===== src/rtl/rgb_breath_pwm_if.sv =====
`default_nettype none
// ============================================================================
//  Module   : rgb_breath_pwm_if
//  Brief    : Control/status bundle for the multi-channel breathing PWM engine.
//  Revision : 1.0
// ============================================================================
interface rgb_breath_pwm_if #(
    parameter int NCH = 3
);
    logic               en;
    logic [2*NCH-1:0]   mode;
    logic [NCH-1:0]     led;
    logic               frame_tick;

    modport master (
        output en,
        output mode,
        input  led,
        input  frame_tick
    );

    modport slave (
        input  en,
        input  mode,
        output led,
        output frame_tick
    );
endinterface
`default_nettype wire


===== src/rtl/rgb_breath_pwm.sv =====
`default_nettype none
// ============================================================================
//  Module   : rgb_breath_pwm
//  Brief    : NCH-channel breathing/blink LED PWM with shared prescaler and frame counter.
//  Revision : 1.0
// ============================================================================
module rgb_breath_pwm #(
    parameter int PRESCALE   = 100,
    parameter int STEPS      = 1000,
    parameter int NCH        = 3,
    parameter bit ACTIVE_LOW = 1'b1
) (
    input  wire logic           clk,
    input  wire logic           rst_n,
    rgb_breath_pwm_if.slave     bus
);
    localparam int PW = (PRESCALE > 1) ? $clog2(PRESCALE) : 1;
    localparam int SW = (STEPS > 1) ? $clog2(STEPS) : 1;
    localparam logic [PW-1:0]  C_PRE_LAST  = PW'(PRESCALE - 1);
    localparam logic [SW-1:0]  C_STEP_LAST = SW'(STEPS - 1);
    localparam logic [NCH-1:0] C_DARK      = {NCH{ACTIVE_LOW}};

    logic [PW-1:0]      r_pre_cnt;
    logic [SW-1:0]      r_pwm_cnt;
    logic [SW-1:0]      r_duty [NCH];
    logic [NCH-1:0]     r_dir_down;
    logic [2*NCH-1:0]   r_mode_q;
    logic [NCH-1:0]     r_led;
    logic               r_frame_tick;

    logic               w_step_tick;
    logic               w_frame_end;
    logic [NCH-1:0]     w_lit;

    assign w_step_tick = bus.en & (r_pre_cnt == C_PRE_LAST);
    assign w_frame_end = w_step_tick & (r_pwm_cnt == C_STEP_LAST);

    always_ff @(posedge clk or negedge rst_n) begin
        if (!rst_n) begin
            r_pre_cnt <= '0;
            r_pwm_cnt <= '0;
        end else if (bus.en) begin
            r_pre_cnt <= (r_pre_cnt == C_PRE_LAST) ? '0 : r_pre_cnt + PW'(1);
            if (w_step_tick)
                r_pwm_cnt <= (r_pwm_cnt == C_STEP_LAST) ? '0 : r_pwm_cnt + SW'(1);
        end
    end

    // Triangular ramp: the turn-around frame holds duty, so peak/trough span two frames.
    always_ff @(posedge clk or negedge rst_n) begin
        if (!rst_n) begin
            r_mode_q   <= '0;
            r_dir_down <= '0;
            for (int i = 0; i < NCH; i++)
                r_duty[i] <= SW'((i * STEPS) / NCH);
        end else if (w_frame_end) begin
            r_mode_q <= bus.mode;
            for (int i = 0; i < NCH; i++) begin
                if (!r_dir_down[i]) begin
                    if (r_duty[i] == C_STEP_LAST)
                        r_dir_down[i] <= 1'b1;
                    else
                        r_duty[i] <= r_duty[i] + SW'(1);
                end else begin
                    if (r_duty[i] == '0)
                        r_dir_down[i] <= 1'b0;
                    else
                        r_duty[i] <= r_duty[i] - SW'(1);
                end
            end
        end
    end

    for (genvar i = 0; i < NCH; i++) begin : g_ch
        logic [1:0] w_m;
        assign w_m      = r_mode_q[2*i+1:2*i];
        assign w_lit[i] = (w_m == 2'b01)
                        | ((w_m == 2'b10) & (r_pwm_cnt < r_duty[i]))
                        | ((w_m == 2'b11) & ~r_dir_down[i]);
    end

    always_ff @(posedge clk or negedge rst_n) begin
        if (!rst_n) begin
            r_led        <= C_DARK;
            r_frame_tick <= 1'b0;
        end else begin
            r_led        <= bus.en ? (w_lit ^ C_DARK) : C_DARK;
            r_frame_tick <= w_frame_end;
        end
    end

    assign bus.led        = r_led;
    assign bus.frame_tick = r_frame_tick;
endmodule
`default_nettype wire

===== src/flat_wrapper.sv =====
// flat-port wrapper written by rule: the top's interface ports become plain ports
module rgb_breath_pwm_flat 
#(
    parameter int PRESCALE   = 100,
    parameter int STEPS      = 1000,
    parameter int NCH        = 3,
    parameter bit ACTIVE_LOW = 1'b1
)
  (clk, rst_n, bus_en, bus_mode, bus_led, bus_frame_tick);
  rgb_breath_pwm_if #(.NCH(NCH)) bus_i ();
  input  wire logic clk;
  input  wire logic rst_n;
  input wire logic [$bits(bus_i.en)-1:0] bus_en;
  input wire logic [$bits(bus_i.mode)-1:0] bus_mode;
  output wire logic [$bits(bus_i.led)-1:0] bus_led;
  output wire logic [$bits(bus_i.frame_tick)-1:0] bus_frame_tick;
  assign bus_i.en = bus_en;
  assign bus_i.mode = bus_mode;
  assign bus_led = bus_i.led;
  assign bus_frame_tick = bus_i.frame_tick;
  rgb_breath_pwm #(.PRESCALE(PRESCALE), .STEPS(STEPS), .NCH(NCH), .ACTIVE_LOW(ACTIVE_LOW)) u_core (.clk(clk), .rst_n(rst_n), .bus(bus_i));
endmodule

===== config.mk =====
export PLATFORM = sky130hd
export DESIGN_NAME = rgb_breath_pwm_flat
export DESIGN_NICKNAME = d
export VERILOG_FILES = /design/src/rtl/rgb_breath_pwm_if.sv /design/src/rtl/rgb_breath_pwm.sv /design/src/flat_wrapper.sv
export SDC_FILE = /design/constraint.sdc
export NUM_CORES = 1
export LEC_CHECK = 0
export ABC_AREA = 1
export CAP_MARGIN = 10
export CORE_MARGIN = 2
export CORE_UTILIZATION = 45
export CTS_CLUSTER_SIZE = 28
export DETAILED_ROUTE_END_ITERATION = 12
export SYNTH_ARGS = -nofsm -noshare
export SYNTH_HDL_FRONTEND = slang
export SYNTH_SLANG_ARGS = --single-unit

===== constraint.sdc =====
create_clock -name clk -period 4.8 [get_ports clk]
set_input_delay 1.44 -clock clk [delete_from_list [all_inputs] [get_ports clk]]
set_output_delay 1.44 -clock clk [all_outputs]
set_load 0.02 [all_outputs]

==> results of run 1 <==
==> registers in the layout, summed over array words and instances (netlist names) <==
signal / cells
u_core.r_pre_cnt: 7
u_core.r_dir_down: 3
u_core.bus.frame_tick: 1
u_core.r_mode_q: 6
u_core.bus.led: 3
u_core.r_duty: 30
u_core.r_pwm_cnt: 10
==> cell families after synthesis <==
kind of cell | Yosys count
XOR/XNOR | 16
AO/OA/AOI/OAI | 74
buffers and inverters | 107
AND/OR/NAND/NOR | 415
adder cells (fa/ha/maj) | 56
flip-flops | 60
==> cell usage after synthesis (3+ instances only) <==
library cell	n
nand2_1	251
inv_1	98
nor2_1	65
nand3_1	58
ha_1	53
dfrtp_1	47
a21oi_1	31
o21ai_0	26
nand4_1	15
dfstp_2	13
xor2_1	11
nand3b_1	10
o21ai_1	9
xnor2_1	5
o21a_1	4
buf_2	3
fa_1	3
nor2_2	3
nor2_4	3
nor2_8	3
nor3_1	3
==> power by group <==
group,internal [mW],switching [mW]
logic,0.0787,0.100
registers,0.548,0.0537
clock network,0.254,0.205
==> layout by cell type, fill, tap and decap left out, drive strengths merged <==
master | synthesis | routed
a21o | 2 | 2
a21oi | 31 | 31
and2 | 1 | 1
buf | 7 | 2
bufinv | 0 | 1
clkbuf | 0 | 12
clkdlybuf4s50 | 0 | 11
clkinv | 0 | 3
dfrtp | 47 | 47
dfstp | 13 | 13
fa | 3 | 3
ha | 53 | 53
inv | 100 | 100
nand2 | 253 | 253
nand3 | 59 | 59
nand3b | 10 | 10
nand4 | 15 | 15
nor2 | 74 | 74
nor3 | 3 | 3
o21a | 4 | 4
o21ai | 35 | 35
o21bai | 2 | 2
xnor2 | 5 | 5
xor2 | 11 | 11
==> layer usage <==
layer  vias up  GRT usage, %  share of wire, %
met5         -             0                 0
met4         0         5.696               1.3
met3        14         3.794               3.8
met2        90         36.38                46
met1      2102         29.40                49
li1       2376             -                 -
==> through the flow <==
step / setup slack (ns) / hold WS (ns) / cell area (µm²) / std cells / util (%)
floorplan: 2.468 / 0.4640 / 5015 / 728 / -
global placement: 1.396 / 0.4804 / 5260 / 874 / 48.52
detailed placement: 1.328 / 0.4877 / 5260 / 874 / 48.52
CTS: 1.691 / 0.5046 / 5454 / 890 / 50.31
global route: 1.509 / 0.5299 / 5454 / 890 / 50.31
finish: 1.707 / 0.5023 / 5454 / 890 / 50.31
==> worst paths after layout <==
check / from / to
setup / recovery: bus_en / u_core.r_duty[28]
hold / removal: u_core.r_duty[10] / u_core.r_duty[10]
setup reg to reg: u_core.r_pwm_cnt[1] / u_core.r_duty[28]
hold reg to reg: u_core.r_duty[10] / u_core.r_duty[10]
max in group asynchronous: rst_n / u_core.r_duty[18]
min in group asynchronous: rst_n / u_core.r_duty[24]
==> worst register-to-register path: stages, from the launching register on <==
cell	delay, ns
dfrtp_1	0.57
ha_1	0.34
nand2_1	0.08
nor2_1	0.13
nand2_2	0.11
nor2_8	0.15
nand2_8	0.14
inv_2	0.28
nand3_1	0.18
nand2_1	0.09
nand2_1	0.05
==> layout make-up <==
class / count / area (µm²)
clock buffers: 12 / 145.1
repair buffers: 13 / 122.6
flip-flops and latches: 60 / 1518
well taps: 140 / 175.2
clock inverters: 4 / 48.80
multi-input cells: 561 / 3069
fillers: 1084 / 5386
inverters: 100 / 375.4
==> reports/results.ini, run 1 <==
[status]
status=finished clean

[floorplanning]
rows=38
design.portCount=13
fp.dieW_um=109.6
start_util_pct=46.26
dieArea_mm2=0.01200
core_area_mm2=0.01084
die_h_um=109.6

[sta]
setup-violations-final=0
tns_ns=0
min_period_ns=3.093
hold_viol=0
finClkSkew_ns=0.01251
min_period_over_period_pct=64.44
fmax_ghz=0.3233
final_max_slew_viol_count=0
tightest_slew_ns=0.9791
rsz0062_at_grt=false
maxSlewHeadroom_pct=34.73

[min_path]
hp-class=flop to flop
hold_depth=2

[routing]
num_vias=4582
drt_pass1_iterations=7
drt-total-wl_mm=11.98
antenna_left=0
viasPerCell=5.148
drtIter0Drc=207
drc_errors=0
avgRoutedWirePerCell_um=13.46

[clock_network]
root_buffer=clkbuf_8
clock_latency_ns=0.34
cts_buffer_depth=2
cts_tree=yes
cts_made_buffers=9
htree_levels=3
clkSlewWorstSetupHoldPaths_ns=0.07
cts_resized=0
cts_sinks=60
postCtsSetupBuffers=0
holdBufCountCts=0

[yosys]
synth_top_area_share_pct=23.45
synthMuxAreaShare_pct=0
yosysWarnings=0
synth-simple-area-share_pct=36.20
yosys.area.top_type=dfrtp_1
synth_seq_cells=60
avgSynthCellArea_um2=6.888
yosysUniqueCellTypes=30
syn_area_mm2=0.005015
synthXorXnorAreaFrac_pct=2.794
ys.flop_type=dfrtp_1
netlist_instances=728
synthTopCellsByArea=dfrtp_1 (23%), nand2_1 (19%), ha_1 (13%)
synth_nets=793
synth_seq_area_share_pct=30.26
synth_top_family_by_area=simple AND/OR/NAND/NOR gates
synth_edf_count=0
synthAdderAreaFrac_pct=14.42
async_flop_share_pct=100.0
synth-compound-area-share_pct=7.784

[worst_setup_path]
rrSetupSlack_ns=2.58
path_class=primary input to flop
startpoint_type=primary input
path_common_cell=nand2_1
end_kind=flop
worstPathCellList=clkdlybuf4s50_1 > inv_1 > nor2_8 > nand2_8 > inv_2 > nand3_1 > nand2_1 > nand2_1
crit_slowest_cell=clkdlybuf4s50_1
max_stage_delay_ns=0.67
critPathTopFamily=buffers and inverters
path_buf_inv=3
cp_max_fo=18
worstRegToRegCells=10
worst_ep_required_time_ns=5.03
cp_num_cells=8
worstPathArrival_ns=3.32

[cells_and_area]
drive_above_1_share_pct=5.733
nets=810
syn2layout_area_growth_pct=8.757
n_antenna_cell=0

[grt]
grt_pass1_wl_mm=20.50
grt_max_degree=43
grt_overflow=0
antenna_found_initial=0
grt_util_all_layers_pct=21.85
grt_pass1_vias=4428

[power]
leakage_nw=2.985
power.total_mw=1.239
powerDensity_mw_per_mm2=227.2
ir_worst_vdd_v=0.0001778

[job]
drv_cap=0

[place]
gp_congestion=0.8614
dp_hpwl_mm=9.144
portBuffers=12

No activity file was read; power rests on OpenSTA's default activity.
==> run 2: changes to the inputs <==
clock period = 2.9 ns   (was 4.8 ns; I/O delays follow)
==> reports/results.ini, run 2 (same netlist as run 1, synthesis figures left out) <==
[job]
drv_cap=0  ; unchanged

[sta]
rsz0062_at_grt=false
min_period_ns=2.324
maxSlewHeadroom_pct=47.86  ; +13 points
finClkSkew_ns=0.01053  ; -0.001977 ns
final_max_slew_viol_count=0  ; unchanged
setup-violations-final=0  ; unchanged
tns_ns=0  ; unchanged
tightest_slew_ns=0.7821  ; -0.1970 ns
hold_viol=0  ; unchanged
fmax_ghz=0.4304
min_period_over_period_pct=80.12

[routing]
viasPerCell=5.100  ; -0.94%
drc_errors=0  ; unchanged
drt_pass1_iterations=4  ; -3
num_vias=4549  ; -0.72%
drt-total-wl_mm=11.84  ; -1.2%
drtIter0Drc=242  ; +17%
antenna_left=0  ; unchanged
avgRoutedWirePerCell_um=13.27  ; -1.4%

[clock_network]
cts_sinks=60  ; unchanged
clock_latency_ns=0.34  ; about the same
cts_made_buffers=9  ; unchanged
htree_levels=3  ; unchanged
cts_buffer_depth=2  ; unchanged
postCtsSetupBuffers=0  ; unchanged
root_buffer=clkbuf_8
cts_tree=yes
clkSlewWorstSetupHoldPaths_ns=0.07  ; about the same
holdBufCountCts=0  ; unchanged
cts_resized=0  ; unchanged

[worst_setup_path]
startpoint_type=flop
crit_slowest_cell=clkdlybuf4s50_1
worstPathCellList=clkdlybuf4s50_1
max_stage_delay_ns=0.60  ; -0.07 ns
cp_max_fo=1  ; -17
critPathTopFamily=buffers and inverters
path_buf_inv=1  ; -2
worstPathArrival_ns=1.45  ; -1.87 ns
end_kind=primary output
path_class=flop to primary output
worst_ep_required_time_ns=2.03  ; -3.00 ns

[grt]
grt_pass1_vias=4547  ; +2.7%
antenna_found_initial=0  ; unchanged
grt_pass1_wl_mm=20.64  ; +0.71%
grt_overflow=0  ; unchanged
grt_util_all_layers_pct=21.76  ; -0.085 points
grt_max_degree=61  ; +42%

[power]
ir_worst_vdd_v=0.0003943  ; +120%
leakage_nw=3.001  ; +0.54%
powerDensity_mw_per_mm2=392.2  ; +73%

[floorplanning]
core_area_mm2=0.01084  ; unchanged
dieArea_mm2=0.01200  ; unchanged
design.portCount=13  ; unchanged
fp.dieW_um=109.6  ; unchanged
die_h_um=109.6  ; unchanged
start_util_pct=46.26  ; unchanged
rows=38  ; unchanged

[cells_and_area]
n_antenna_cell=0  ; unchanged
syn2layout_area_growth_pct=9.681
nets=812  ; +0.25%
fillers=1078  ; -0.55%
final_core_util_pct=50.74  ; +0.43 points
reg_top3=u_core.r_duty (30), u_core.r_pwm_cnt (10), u_core.r_pre_cnt (7)
layout_common_cells=nand2_1 (251), inv_1 (98), nor2_1 (65), nand3_1 (58), ha_1 (53)
largest_register=u_core.r_duty
largest_reg_flops=30  ; unchanged
final_common_cell=nand2_1
drive_above_1_share_pct=6.117  ; +0.38 points

[place]
portBuffers=12  ; unchanged
gp_congestion=0.8210  ; -4.7%
dp_hpwl_mm=8.929  ; -2.3%

[status]
status=finished clean

[min_path]
hp-class=flop to flop

[run 2: per-layer routing]
layer	share of wire, %	up-vias	global-route usage [%]
met1	49	2106	29.02
li1	-	2375	-
met2	47	58	36.60
met5	0	-	0
met3	2.9	10	3.616
met4	0.80	0	5.787
[run 2: power breakdown]
part	switching (mW)	internal [mW]
logic	0.162	0.131
clock network	0.359	0.511
registers	0.0869	0.907
total	0.607	1.55
[run 2: layout make-up]
class	instances	area [µm²]	area share (%)
Multi-Input combinational cell	561	3069	55.80
Sequential cell	60	1518	27.59
Tap cell	140	175.2	3.185
Clock buffer	11	141.4	2.571
Inverter	100	375.4	6.824
Clock inverter	5	83.83	1.524
Timing Repair Buffer	15	137.6	2.502
[run 2: worst paths after layout]
| kind | to | start | cells after the start | slack, ns |
|---|---|---|---|---|
| worst max-delay path | bus_led[2] | u_core.bus.led[2] | 1 | 0.58 |
| worst min-delay path | u_core.r_pre_cnt[0] | u_core.r_pre_cnt[0] | 1 | 0.50 |
| worst max register to register | u_core.r_duty[26] | u_core.r_dir_down[0] | 9 | 0.68 |
| worst min register to register | u_core.r_pre_cnt[0] | u_core.r_pre_cnt[0] | 1 | 0.50 |
| max in group asynchronous | u_core.r_duty[17] | rst_n | 2 | 1.69 |
| min in group asynchronous | u_core.r_duty[24] | rst_n | 2 | 0.66 |
[run 2: stage by stage]
| stage | setup slack, ns | hold WS, ns | area [µm²] | power, mW | std cells |
|---|---|---|---|---|---|
| 4_1_cts | 0.5635 | 0.5048 | 5500 | 2.180 | 892 |
| 3_5_place_dp | 0.2866 | 0.4898 | 5275 | 1.305 | 876 |
| 2_1_floorplan | 1.109 | 0.4640 | 5015 | 1.189 | 728 |
| 5_1_grt | 0.4873 | 0.5346 | 5500 | 2.278 | 892 |
| 3_3_place_gp | 0.3249 | 0.4833 | 5275 | 1.294 | 876 |
| 6_report | 0.5764 | 0.5032 | 5500 | 2.157 | 892 |
==> edit, RTL diff (flow settings as in run 2) <==
`PRESCALE` is set to 100 in 2 places; all go to 200.
--- a/src/rtl/rgb_breath_pwm.sv
+++ b/src/rtl/rgb_breath_pwm.sv
@@ -5,7 +5,7 @@
 //  Revision : 1.0
 // ============================================================================
 module rgb_breath_pwm #(
-    parameter int PRESCALE   = 100,
+    parameter int PRESCALE   = 200,
     parameter int STEPS      = 1000,
     parameter int NCH        = 3,
     parameter bit ACTIVE_LOW = 1'b1
--- a/src/flat_wrapper.sv
+++ b/src/flat_wrapper.sv
@@ -1,7 +1,7 @@
 // flat-port wrapper written by rule: the top's interface ports become plain ports
 module rgb_breath_pwm_flat 
 #(
-    parameter int PRESCALE   = 100,
+    parameter int PRESCALE   = 200,
     parameter int STEPS      = 1000,
     parameter int NCH        = 3,
     parameter bit ACTIVE_LOW = 1'b1
Formal check against the unedited RTL: same outputs for any inputs over 10 cycles, from zero or initial values and one cycle with rst_n low; that may be too few to reach the edited logic, so the function may still have changed.
==> edit against run 2 <==
Area after synthesis fell by 0.17%. Worst setup slack got worse by 28 ps. Synthesized cell count fell by 1.5%. Critical endpoint unchanged. Cell area grew 0.11%. Worst hold slack lost 9.0 ps. Die area decreased by 0.16%. Largest cell class unchanged. Total power decreased by 4.8%. Clock skew up 2.2 ps. Sequential share of layout area grew 0.42 points. Sequential cell count grew 1. Largest power group unchanged. Wire length shrank 2.8%.
==> edit: results (changes against run 2) <==
[detailed_routing]
detailroute.via_count=4464  ; -1.9%
detailedRoute.firstIterationViolations=189  ; -22%
drt_first_pass_iters=5  ; +1
detail_route.wirelength_um=11500  ; -2.8%

[pwr]
power.static_leakage_uw=0.00285  ; -5.0%
vdd_drop_max_v=0.000392  ; -0.50%
internal_power_uw=1510  ; -2.5%

[global_route]
grtUsageTotal_pct=21.5  ; -0.31 points
grt_max_degree=42  ; -31%
grt_pass1_vias=4254  ; -6.4%
grt_first_pass_wirelength_um=19900  ; -3.4%

[worst_setup_path]
path_delay_family=buffers and inverters
max_stage_delay_ps=590
critPathSlowestCell=sky130_fd_sc_hd__clkdlybuf4s50_1
worst-endpoint-arrival_ps=1480  ; +30 ps

[timing]
worst_slew_margin_rel_pct=62.4  ; +15 points
timing.clock.skew_ps=12.8  ; +2.23 ps

[logic_synthesis]
sequential_cell_area_fraction_in_the_yosys_report_pct=30.8  ; +0.55 points
synth.net_count=782  ; -1.4%
yosys-top-cells-count=sky130_fd_sc_hd__nand2_1 (251), sky130_fd_sc_hd__inv_1 (98), sky130_fd_sc_hd__nor2_1 (64)
synth-main-ff-cell=sky130_fd_sc_hd__dfrtp_1
synth-warning-count=0  ; unchanged
ys_top_cells_by_area=sky130_fd_sc_hd__dfrtp_1 (24%), sky130_fd_sc_hd__nand2_1 (19%), sky130_fd_sc_hd__ha_1 (13%)
synthDistinctLibCells=31  ; +3.3%
async_flop_share_pct=100  ; unchanged

[min_path]
hp-class=in -> async

[placed_design]
place.gp.congestion=0.837  ; +2.0%
hpwlAfterDp_um=8670  ; -2.9%
dp_worst_setup_slack_ps=267  ; -19.7 ps
place.port_buffers=12  ; unchanged

[layout]
proportion_of_layout_cells_with_a_drive_suffix_above_1_pct=6.18  ; +0.066 points
layout.nets=804  ; -0.99%
largest_registers=u_core.r_duty: 30 flops, u_core.r_pwm_cnt: 10 flops, u_core.r_pre_cnt: 8 flops

[clock_network]
cts-resized-gates=0  ; unchanged
post_cts.repair.setup_buffers=0  ; unchanged
clock_latency_ps=370  ; +30 ps
ctsLongestPathBuffers=2  ; unchanged

[status]
status=completed

[edit: cell count changes in the layout (fill, tap and decap cells not counted), moves of 3 or more]
cell / before / now
sky130_fd_sc_hd__nand3_1: 58 / 50
sky130_fd_sc_hd__o21ai_0: 26 / 20
sky130_fd_sc_hd__a21oi_1: 31 / 26
sky130_fd_sc_hd__nor3_1: 3 / 8
sky130_fd_sc_hd__o21ai_1: 9 / 13
sky130_fd_sc_hd__nand3_4: 0 / 3
sky130_fd_sc_hd__nand4_1: 15 / 12
sky130_fd_sc_hd__nor2_2: 3 / 0
sky130_fd_sc_hd__nor3b_1: 0 / 3
[edit: power by group through the flow]
stage | Sequential, µW | Clock, µW | Combinational, µW
after detailed placement | 987 | 0 | 219
after global routing | 980 | 920 | 260
after CTS | 971 | 891 | 222
final | 971 | 866 | 215
after global placement | 983 | 0 | 212
after floorplan | 973 | 0 | 149
[edit: final cells by class]
| type | instances | area [µm²] |
|---|---|---|
| clock inverters | 4 | 72.6 |
| clock buffers | 12 | 145 |
| multi-input cells | 551 | 3040 |
| well taps | 140 | 175 |
| repair buffers | 16 | 158 |
| flip-flops and latches | 61 | 1540 |
| inverters | 100 | 378 |
| fillers | 1095 | 5330 |
[edit: path summary, 6_finish.rpt]
check	start	end	slack [ps]	depth (start not counted)
worst max-delay path	u_core.bus.led[2]$_DFF_PN1_	bus_led[2]	550	1
worst min-delay path	rst_n	u_core.r_duty[8]$_DFFE_PN0P_	490	1
worst max register to register	u_core.r_dir_down[2]$_DFFE_PN0P_	u_core.r_duty[6]$_DFFE_PN0P_	740	9
worst min register to register	u_core.r_mode_q[0]$_DFFE_PN0P_	u_core.r_mode_q[0]$_DFFE_PN0P_	500	2
max in group asynchronous	rst_n	u_core.bus.led[0]$_DFF_PN1_	1710	2
min in group clk	u_core.r_mode_q[0]$_DFFE_PN0P_	u_core.r_mode_q[0]$_DFFE_PN0P_	500	2
[edit: layer usage]
metal	part of all wire, %	routed length, µm	vias to the layer above	global-route usage, %
li1	-	-	2336	-
met1	48	5500	2041	28.2
met2	47	5440	66	35.3
met3	3.0	342	21	3.44
met4	1.9	221	0	8.41
met5	0	0	-	0
[edit: cells by family after synthesis]
kind of cell               Yosys count  synth area share (%)
AOI/OAI and AO/OA                   66                  6.92
xor gates and xnor gates            16                  2.80
adders and majority gates           56                  14.4
buffers and inverters              105                  8.55
DFF                                 61                  30.8
muxes                                1                 0.225
and+or+nand+nor                    412                  36.2
[edit: per-stage QoR]
step	cells	utilization, %	hold WS, ps	power [µW]	instance area (µm²)
final	884	50.8	494	2050	5510
after global routing	884	50.8	520	2160	5510
after detailed placement	868	48.8	493	1210	5290
after global placement	868	48.8	486	1190	5290
after CTS	884	50.8	493	2080	5510
after floorplan	717	-	458	1120	5010
